==> config.mk <==
export PLATFORM = sky130hd
export DESIGN_NAME = instruction_encoder
export DESIGN_NICKNAME = d
export VERILOG_FILES = /design/src/rtl/instruction_encoder_pkg.sv /design/src/rtl/instruction_encoder_instr_pack.sv /design/src/rtl/instruction_encoder.sv
export SDC_FILE = /design/constraint.sdc
export NUM_CORES = 1
export LEC_CHECK = 0
export BUFFER_PORTS_ARGS = -buffer_cell sky130_fd_sc_hd__buf_2
export CORE_MARGIN = 2
export CORE_UTILIZATION = 42
export CTS_CLUSTER_DIAMETER = 60
export DETAILED_ROUTE_END_ITERATION = 10
export PLACE_DENSITY = 0.82
export SLEW_MARGIN = 20
export SYNTH_ARGS = -nofsm -noshare
export SYNTH_HDL_FRONTEND = slang
export SYNTH_SLANG_ARGS = --single-unit
==> constraint.sdc <==
create_clock -name clk -period 2 [get_ports clk]
set_clock_uncertainty 0.2 [all_clocks]
set_input_delay 0.2 -clock clk [delete_from_list [all_inputs] [get_ports clk]]
set_output_delay 0.2 -clock clk [all_outputs]
set_load 0.02 [all_outputs]
==> src/rtl/instruction_encoder_pkg.sv <==
// Shared MIPS encoding constants for the instruction encoder and decoder.
// Holds the opcode/funct values, the loader FSM state type, and a classifier
// that maps an (opcode, funct) pair onto its word format.
package instruction_encoder_pkg;

  localparam logic [5:0] OP_RTYPE = 6'h00;
  localparam logic [5:0] OP_J     = 6'h02;
  localparam logic [5:0] OP_JAL   = 6'h03;
  localparam logic [5:0] OP_BEQ   = 6'h04;
  localparam logic [5:0] OP_BNE   = 6'h05;
  localparam logic [5:0] OP_ADDI  = 6'h08;
  localparam logic [5:0] OP_XORI  = 6'h0e;
  localparam logic [5:0] OP_LW    = 6'h23;
  localparam logic [5:0] OP_SW    = 6'h2b;

  localparam logic [5:0] FN_JR    = 6'h08;
  localparam logic [5:0] FN_ADD   = 6'h20;
  localparam logic [5:0] FN_SUB   = 6'h22;
  localparam logic [5:0] FN_SLT   = 6'h2a;

  typedef enum logic [1:0] {
    ST_IDLE  = 2'd0,
    ST_LOAD  = 2'd1,
    ST_WRITE = 2'd2,
    ST_DONE  = 2'd3
  } enc_state_e;

  typedef enum logic [1:0] {
    FMT_R   = 2'd0,
    FMT_I   = 2'd1,
    FMT_J   = 2'd2,
    FMT_BAD = 2'd3
  } instr_fmt_e;

  function automatic instr_fmt_e classify(input logic [5:0] opcode,
                                          input logic [5:0] functcode);
    instr_fmt_e fmt;
    fmt = FMT_BAD;
    case (opcode)
      OP_RTYPE: begin
        if (functcode == FN_JR  || functcode == FN_ADD ||
            functcode == FN_SUB || functcode == FN_SLT) begin
          fmt = FMT_R;
        end
      end
      OP_LW, OP_SW, OP_BEQ, OP_BNE, OP_ADDI, OP_XORI: fmt = FMT_I;
      OP_J, OP_JAL:                                   fmt = FMT_J;
      default:                                        fmt = FMT_BAD;
    endcase
    return fmt;
  endfunction

endpackage

==> src/rtl/instruction_encoder_instr_pack.sv <==
// instr_pack: combinational MIPS word packer.
// Inputs : opcode, functcode, rs, rt, rd, shamt, imm, target (raw fields)
// Outputs: word      - encoded 32-bit instruction (0 when unsupported)
//          supported - 1 when opcode/funct form a supported encoding
module instr_pack
  import instruction_encoder_pkg::*;
(
  input  logic [5:0]  opcode,
  input  logic [5:0]  functcode,
  input  logic [4:0]  rs,
  input  logic [4:0]  rt,
  input  logic [4:0]  rd,
  input  logic [4:0]  shamt,
  input  logic [15:0] imm,
  input  logic [25:0] target,
  output logic [31:0] word,
  output logic        supported
);

  always_comb begin
    word      = '0;
    supported = 1'b0;
    case (classify(opcode, functcode))
      FMT_R: begin
        supported = 1'b1;
        // JR only carries rs; the other register/shift fields are zeroed.
        if (functcode == FN_JR) begin
          word = {opcode, rs, 5'd0, 5'd0, 5'd0, functcode};
        end else begin
          word = {opcode, rs, rt, rd, shamt, functcode};
        end
      end
      FMT_I: begin
        supported = 1'b1;
        word      = {opcode, rs, rt, imm};
      end
      FMT_J: begin
        supported = 1'b1;
        word      = {opcode, target};
      end
      default: begin
        supported = 1'b0;
        word      = '0;
      end
    endcase
  end

endmodule

==> src/rtl/instruction_encoder.sv <==
// instruction_encoder: loads a session of MIPS instructions into instruction
// memory, one encoded word per accepted field set.
// Ports:
//   clk, reset (sync, active-high)
//   start, base_addr          - begin a session at base_addr (IDLE only)
//   in_valid/in_ready/in_last - field handshake; in_last ends the session
//   opcode..target            - raw instruction fields
//   im_we, im_addr, im_wdata  - single-cycle instruction-memory write
//   done                      - one-cycle end-of-session pulse
//   error, overflow           - sticky flags, cleared on the next start
module instruction_encoder
  import instruction_encoder_pkg::*;
#(
  parameter int ADDR_W = 10
) (
  input  logic              clk,
  input  logic              reset,
  input  logic              start,
  input  logic [ADDR_W-1:0] base_addr,
  input  logic              in_valid,
  output logic              in_ready,
  input  logic              in_last,
  input  logic [5:0]        opcode,
  input  logic [5:0]        functcode,
  input  logic [4:0]        rs,
  input  logic [4:0]        rt,
  input  logic [4:0]        rd,
  input  logic [4:0]        shamt,
  input  logic [15:0]       imm,
  input  logic [25:0]       target,
  output logic              im_we,
  output logic [ADDR_W-1:0] im_addr,
  output logic [31:0]       im_wdata,
  output logic              done,
  output logic              error,
  output logic              overflow
);

  localparam logic [ADDR_W-1:0] ADDR_MAX = '1;

  enc_state_e        state_q, state_d;
  logic [ADDR_W-1:0] addr_q, addr_d;
  logic [31:0]       wdata_q, wdata_d;
  logic              last_q, last_d;
  logic              error_q, error_d;
  logic              overflow_q, overflow_d;

  logic [31:0]       pack_word;
  logic              pack_ok;

  instr_pack u_pack (
    .opcode    (opcode),
    .functcode (functcode),
    .rs        (rs),
    .rt        (rt),
    .rd        (rd),
    .shamt     (shamt),
    .imm       (imm),
    .target    (target),
    .word      (pack_word),
    .supported (pack_ok)
  );

  always_comb begin
    state_d    = state_q;
    addr_d     = addr_q;
    wdata_d    = wdata_q;
    last_d     = last_q;
    error_d    = error_q;
    overflow_d = overflow_q;
    case (state_q)
      ST_IDLE: begin
        if (start) begin
          state_d    = ST_LOAD;
          addr_d     = base_addr;
          error_d    = 1'b0;
          overflow_d = 1'b0;
        end
      end
      ST_LOAD: begin
        if (in_valid) begin
          if (pack_ok) begin
            wdata_d = pack_word;
            last_d  = in_last;
            state_d = ST_WRITE;
          end else begin
            // Rejected encodings consume the transfer but leave the address alone.
            error_d = 1'b1;
            if (in_last) begin
              state_d = ST_DONE;
            end
          end
        end
      end
      ST_WRITE: begin
        // The counter saturates at the top word; there is no wrap-around.
        if (addr_q != ADDR_MAX) begin
          addr_d = addr_q + ADDR_W'(1);
        end
        if (last_q) begin
          state_d = ST_DONE;
        end else if (addr_q == ADDR_MAX) begin
          overflow_d = 1'b1;
          state_d    = ST_DONE;
        end else begin
          state_d = ST_LOAD;
        end
      end
      ST_DONE: begin
        state_d = ST_IDLE;
      end
      default: begin
        state_d = ST_IDLE;
      end
    endcase
  end

  always_ff @(posedge clk) begin
    if (reset) begin
      state_q    <= ST_IDLE;
      addr_q     <= '0;
      wdata_q    <= '0;
      last_q     <= 1'b0;
      error_q    <= 1'b0;
      overflow_q <= 1'b0;
    end else begin
      state_q    <= state_d;
      addr_q     <= addr_d;
      wdata_q    <= wdata_d;
      last_q     <= last_d;
      error_q    <= error_d;
      overflow_q <= overflow_d;
    end
  end

  assign in_ready = (state_q == ST_LOAD);
  assign im_we    = (state_q == ST_WRITE);
  assign done     = (state_q == ST_DONE);
  assign im_addr  = addr_q;
  assign im_wdata = wdata_q;
  assign error    = error_q;
  assign overflow = overflow_q;

endmodule

==> results of run 1 <==
-- worst max-delay path by stage --
stage,from,endpoint
finish,im_addr[1],im_addr[6]
global route,im_addr[1],im_addr[6]
global placement,opcode[3],im_wdata[29]
floorplan,im_addr[0],im_addr[6]
CTS,im_addr[1],im_addr[6]
detailed placement,opcode[5],im_wdata[18]
-- synth_stat cells, types with 2 or more instances --
cell | n | area share (%)
nor4_1 | 6 | 1.3
nand2_1 | 26 | 3.5
inv_1 | 2 | 0.27
nor2_1 | 25 | 3.3
buf_2 | 8 | 1.4
o31ai_1 | 2 | 0.54
nand3_1 | 6 | 1.1
o21ai_1 | 5 | 0.89
clkbuf_1 | 13 | 1.7
o21a_1 | 2 | 0.54
o21ai_0 | 9 | 1.6
a221oi_2 | 6 | 3.2
and3_1 | 15 | 3.3
a311oi_1 | 7 | 2.2
a221oi_1 | 7 | 2.2
a31oi_1 | 29 | 6.5
buf_6 | 5 | 2.0
mux2i_1 | 7 | 2.5
a211oi_2 | 15 | 6.7
a311oi_2 | 8 | 4.3
nand4_1 | 2 | 0.45
buf_4 | 4 | 1.1
nor3_1 | 4 | 0.71
a21oi_1 | 9 | 1.6
and2_1 | 5 | 1.1
nand2b_1 | 14 | 3.1
dfxtp_1 | 47 | 34
a22oi_1 | 4 | 1.1
a211oi_1 | 2 | 0.54
nor2b_1 | 2 | 0.45
-- cells by family (layout without fill, tap and decap cells) --
logic type                 Yosys count  in the layout  synth area share, %
AOI/OAI and AO/OA                  113            113                 34.6
xor gates and xnor gates             2              2                0.625
adders and majority gates            1              1                0.446
buffers and inverters               32            188                 6.52
DFF                                 47             47                 33.6
muxes                                7              7                 2.50
and+or+nand+nor                    114            114                 21.7
-- worst min-delay path, stage by stage --
cell	delay [ns]
buf_2	0.09
o21ai_0	0.08
a311oi_2	0.09
-- flip-flops by register name (all words and copies together) (netlist names) --
signal and count:
im_wdata 32, im_addr 10, state_q 2, error 1, last_q 1, overflow 1
-- layout make-up --
cell class	count	area, sq um	area share, %
sequential	47	941	23.6
clock buffer	6	82.6	2.07
tap	77	96.3	2.42
clock inverter	1	5.00	0.126
timing repair buffer	179	1120	28.2
multi-input combinational	237	1720	43.3
inverter	2	7.51	0.189
-- per-layer routing --
layer,vias to the layer above,part of all wire (%),wire [um]
met5,-,0,0
met4,0,1.5,134
met3,14,7.1,631
met2,154,51,4480
met1,1486,41,3600
li1,1529,-,-
-- power by group through the flow --
| stage | Sequential [W] | Clock (W) | Combinational (W) |
|---|---|---|---|
| finish | 0.00101 | 0.000576 | 0.000493 |
| detailed placement | 0.00103 | 0 | 0.000450 |
| CTS | 0.00101 | 0.000601 | 0.000485 |
| global route | 0.00101 | 0.000627 | 0.000528 |
| global placement | 0.00102 | 0 | 0.000442 |
| floorplan | 0.00106 | 0 | 0.000212 |
-- metrics by stage --
stage                     hold slack, ns  power, W  area, sq um  setup slack, ns
after floorplan                    0.155   0.00127         2800           0.0477
after global placement             0.251   0.00147         3640            0.126
after detailed placement           0.258   0.00148         3640           0.0574
after CTS                         0.0104   0.00209         3950           0.0667
after global routing              0.0184   0.00217         3980           0.0197
final                             0.0196   0.00208         3980            0.117
-- repair_timing --
item,4_1_cts,5_1_grt
hold endpoints to repair,19,0
setup endpoints to repair,0,1
hold buffers,22,0
gates resized for setup,0,6
==> results.py, run 1 <==
metrics = {
    "logic_synthesis": {
        "ys.flop_type": "dfxtp_1",
        "synth_edf_count": 0,
        "syn_area_sq_mm": 0.00280,
        "yosys_warnings": 0,
        "syn_nets": 406,
        "ys_seq_elements": 47,
        "ys_types": 50,
        "synthCells": 316,
        "syn_area_per_cell_sq_um": 8.87,
        "synth_async_sr_flop_share_pct": 0,
        "synth_seq_area_share_pct": 33.6,
    },
    "route": {
        "ant_nets": 0,
        "finalWirelength_mm": 8.85,
        "drc": 0,
        "drt_iter0_markers": 195,
        "vias_per_cell": 5.80,
        "vias": 3183,
        "drtPass1Iterations": 5,
        "drt-wirelength-per-cell_um": 16.1,
    },
    "layout": {
        "layout_commonest_cell": "buf_2",
        "layout-drive-gt1-share_pct": 43.9,
        "area_delta_synth_final_pct": 42.0,
        "layout_common_cells": "buf_2, dfxtp_1, a31oi_1",
        "diodes": 0,
        "utilization_pct": 62.3,
        "n_fill_cell": 564,
        "instances_no_fill": 549,
        "fin_nets": 562,
    },
    "power": {
        "pwr_density_cell_mw_per_mm2": 522,
        "peakVddDrop_mv": 0.333,
        "p_comb_share_pct": 23.8,
        "leakage_nw": 1.66,
        "switching_share_pct": 29.2,
        "p_seq_share_pct": 48.5,
        "clkPwrFrac_pct": 27.8,
        "net-switching-power_w": 0.000606,
        "internal_power_w": 0.00147,
    },
    "cts": {
        "cts_sinks": 47,
        "htree_levels": 2,
        "cts_tree": "built",
        "cts_buffers": 5,
        "clk_root_buffer_cell": "clkbuf_8",
        "clk_pin_slew_ns": 0.09,
        "cts.path.max_buffers": 2,
        "postCtsSetupBuffers": 0,
        "worstSkewPairLatency_ns": 0.29,
    },
    "worst_hold_path": {
        "min_path_cells": 3,
        "hp-class": "primary input to flop",
        "whs_endpoint": "im_wdata[24]",
        "min_from": "rs[3]",
    },
    "worst_setup_path": {
        "critical_path.max_stage_delay_ns": 0.35,
        "critPathBufInv": 0,
        "critPathArrivalTime_ns": 1.88,
        "reg2reg_slack_ns": 0.12,
        "reg2reg_from": "im_addr[1]",
        "crit_required_ns": 2.00,
        "cp_top_family": "compound AO/OA/AOI/OAI gates",
        "start_kind": "flop",
        "setup.worst_path.class": "flop to flop",
        "path_depth": 6,
        "reg2regPathDepth": 6,
        "crit_fanout": 5,
        "path_cells": "ha_2 -> and2_4 -> and3_1 -> o21ai_2 -> nand3_2 -> a2111oi_4",
        "slowest_stage": "a2111oi_4",
        "end_kind": "flop",
        "timing.rr.end": "im_addr[6]",
    },
    "global_routing": {
        "antenna_found_initial": 0,
        "grt.met3_usage_pct": 4.43,
        "track_usage_pct": 22.7,
        "grt_pass1_vias": 3031,
        "grt_pass1_wl_mm": 13.7,
        "grt_max_degree": 54,
        "grtUsageMet2_pct": 41.8,
        "grt_use_met1_pct": 26.4,
        "grt_busiest_layer": "met2",
        "grt.overflow.total": 0,
    },
    "die": {
        "fp.coreArea_sq_mm": 0.00639,
        "die_h_um": 85.7,
        "initial_core_util_pct": 43.9,
        "die_w_um": 85.7,
        "ios": 136,
        "fp.dieArea_sq_mm": 0.00734,
        "rows": 29,
    },
    "timing": {
        "setup_viol": 0,
        "fin_setup_tns_ns": 0,
        "tightest_slew_ns": 0.521,
        "fmax_mhz": 531,
        "slew_headroom_pct": 65.0,
        "final_hold_viol_count": 0,
        "rsz0062_at_grt": "no",
        "final.min_clock_period_ns": 1.88,
        "drv_slew": 0,
        "fin_crit_sh_pct": 94.2,
    },
    "placement": {
        "io_buffer_count": 135,
        "hpwl_mm": 6.18,
        "post-place-cells": 520,
        "gp_congestion": 0.887,
    },
    "flow_run": {
        "cap_violations": 0,
    },
    "run_status": {
        "status": "finished clean",
    },
}
(Power assumes the default switching activity.)
==> run 2, diff against run 1 <==
--- a/config.mk
+++ b/config.mk
@@ -11,6 +11,8 @@
 export CTS_CLUSTER_DIAMETER = 60
 export DETAILED_ROUTE_END_ITERATION = 10
 export PLACE_DENSITY = 0.82
+export SETUP_SLACK_MARGIN = 0.3
+export SKIP_CTS_REPAIR_TIMING = 1
 export SLEW_MARGIN = 20
 export SYNTH_ARGS = -nofsm -noshare
 export SYNTH_HDL_FRONTEND = slang
==> results.py, run 2 (synthesis results as in run 1) <==
metrics = {
    "die": {
        "fp.dieArea_sq_mm": 0.00734,
        "rows": 29,
        "fp.coreArea_sq_mm": 0.00639,
        "die_h_um": 85.7,
        "initial_core_util_pct": 43.9,
        "ios": 136,
        "die_w_um": 85.7,
    },
    "cts": {
        "htree_levels": 2,
        "cts_tree": "built",
        "cts.path.max_buffers": 2,
        "clk_pin_slew_ns": 0.08,
        "cts_sinks": 47,
        "clk_root_buffer_cell": "clkbuf_8",
        "worstSkewPairLatency_ns": 0.29,
        "cts_buffers": 5,
    },
    "global_routing": {
        "antenna_found_initial": 0,
        "grt_max_degree": 32,
        "grt_pass1_vias": 3065,
        "track_usage_pct": 23.4,
        "grt_pass1_wl_mm": 14.2,
        "grt.overflow.total": 0,
    },
    "worst_setup_path": {
        "setup.worst_path.class": "flop to flop",
        "start_kind": "flop",
        "crit_fanout": 5,
        "slowest_stage": "dfxtp_4",
        "cp_top_family": "compound AO/OA/AOI/OAI gates",
        "end_kind": "flop",
        "path_cells": "ha_4 -> and2_4 -> and3_4 -> o21ai_4 -> nand3_2 -> a2111oi_4",
        "critical_path.max_stage_delay_ns": 0.36,
        "critPathArrivalTime_ns": 1.84,
        "crit_required_ns": 1.99,
        "critPathBufInv": 0,
    },
    "route": {
        "vias": 3258,
        "ant_nets": 0,
        "drt-wirelength-per-cell_um": 16.8,
        "finalWirelength_mm": 9.19,
        "vias_per_cell": 5.95,
        "drc": 0,
        "drt_iter0_markers": 169,
        "drtPass1Iterations": 5,
    },
    "timing": {
        "fmax_mhz": 540,
        "holdWs_ns": -0.0134,
        "rsz0062_at_grt": "yes",
        "setup_viol": 0,
        "final_hold_viol_count": 3,
        "slew_headroom_pct": 53.9,
        "final.min_clock_period_ns": 1.85,
        "fin_crit_sh_pct": 92.5,
        "fin_setup_tns_ns": 0,
        "tightest_slew_ns": 0.692,
        "drv_slew": 0,
    },
    "power": {
        "leakage_nw": 1.73,
        "p_total_w": 0.00213,
        "pwr_density_cell_mw_per_mm2": 490,
        "peakVddDrop_mv": 0.305,
    },
    "layout": {
        "layout-drive-gt1-share_pct": 55.2,
        "layout_common_cells": "buf_2, dfxtp_1, nand2_1",
        "utilization_pct": 68.0,
        "diodes": 0,
        "fin_nets": 561,
        "instances_no_fill": 548,
        "area_delta_synth_final_pct": 55.0,
        "largest_reg_flops": 32,
        "finalInstanceArea_sq_mm": 0.00434,
        "layout_commonest_cell": "buf_2",
    },
    "placement": {
        "gp_congestion": 0.961,
        "hpwl_mm": 6.55,
        "place_area_sq_mm": 0.00404,
        "io_buffer_count": 135,
        "post-place-cells": 526,
    },
    "worst_hold_path": {
        "hp-class": "primary input to flop",
    },
    "run_status": {
        "violations": "hold timing",
        "status": "finished, violations left",
    },
    "flow_run": {
        "cap_violations": 0,
    },
}
## run 2: through the flow
| step | hold WS [ns] | setup slack, ns |
|---|---|---|
| finish | -0.0134 | 0.149 |
| floorplan | 0.152 | 0.197 |
| global placement | 0.248 | 0.0914 |
| global route | 0.00427 | 0.119 |
| detailed placement | 0.255 | 0.0311 |
| CTS | -0.0358 | 0.0996 |
## run 2: routing by layer
metal | GRT usage, % | wire, um | vias to the layer above
met1 | 29.4 | 3670 | 1545
met2 | 40.7 | 4670 | 162
met5 | 0 | 0 | -
met4 | 6.20 | 197 | 0
li1 | - | - | 1531
met3 | 5.00 | 655 | 20
## run 2: final cells by class
| cell class | count | area, sq um |
|---|---|---|
| fillers | 514 | 2040 |
| repair buffers | 178 | 1130 |
| flip-flops and latches | 47 | 958 |
| multi-input cells | 237 | 2080 |
| inverters | 2 | 7.51 |
| well taps | 77 | 96.3 |
| clock buffers | 7 | 76.3 |
## run 2: worst register-to-register path: cells and delay by family, from the launching register on
kind	cells	cell delay, ns
DFF	1	0.36
AOI/OAI and AO/OA	2	0.54
adders and majority gates	1	0.16
and+or+nand+nor	3	0.49
## run 2: power by group
| group | total (W) | internal (W) | switching, W |
|---|---|---|---|
| sequential | 0.00102 | 0.000972 | 0.0000429 |
| clock | 0.000549 | 0.000242 | 0.000307 |
| combinational | 0.000565 | 0.000262 | 0.000304 |
## run 2: worst paths after layout
kind | from | endpoint | slack (ns) | depth (start not counted)
max | im_addr[0] | im_addr[6] | 0.15 | 6
min | base_addr[3] | im_addr[3] | -0.01 | 3
max reg2reg | im_addr[0] | im_addr[6] | 0.15 | 6
min reg2reg | error | error | 0.27 | 1
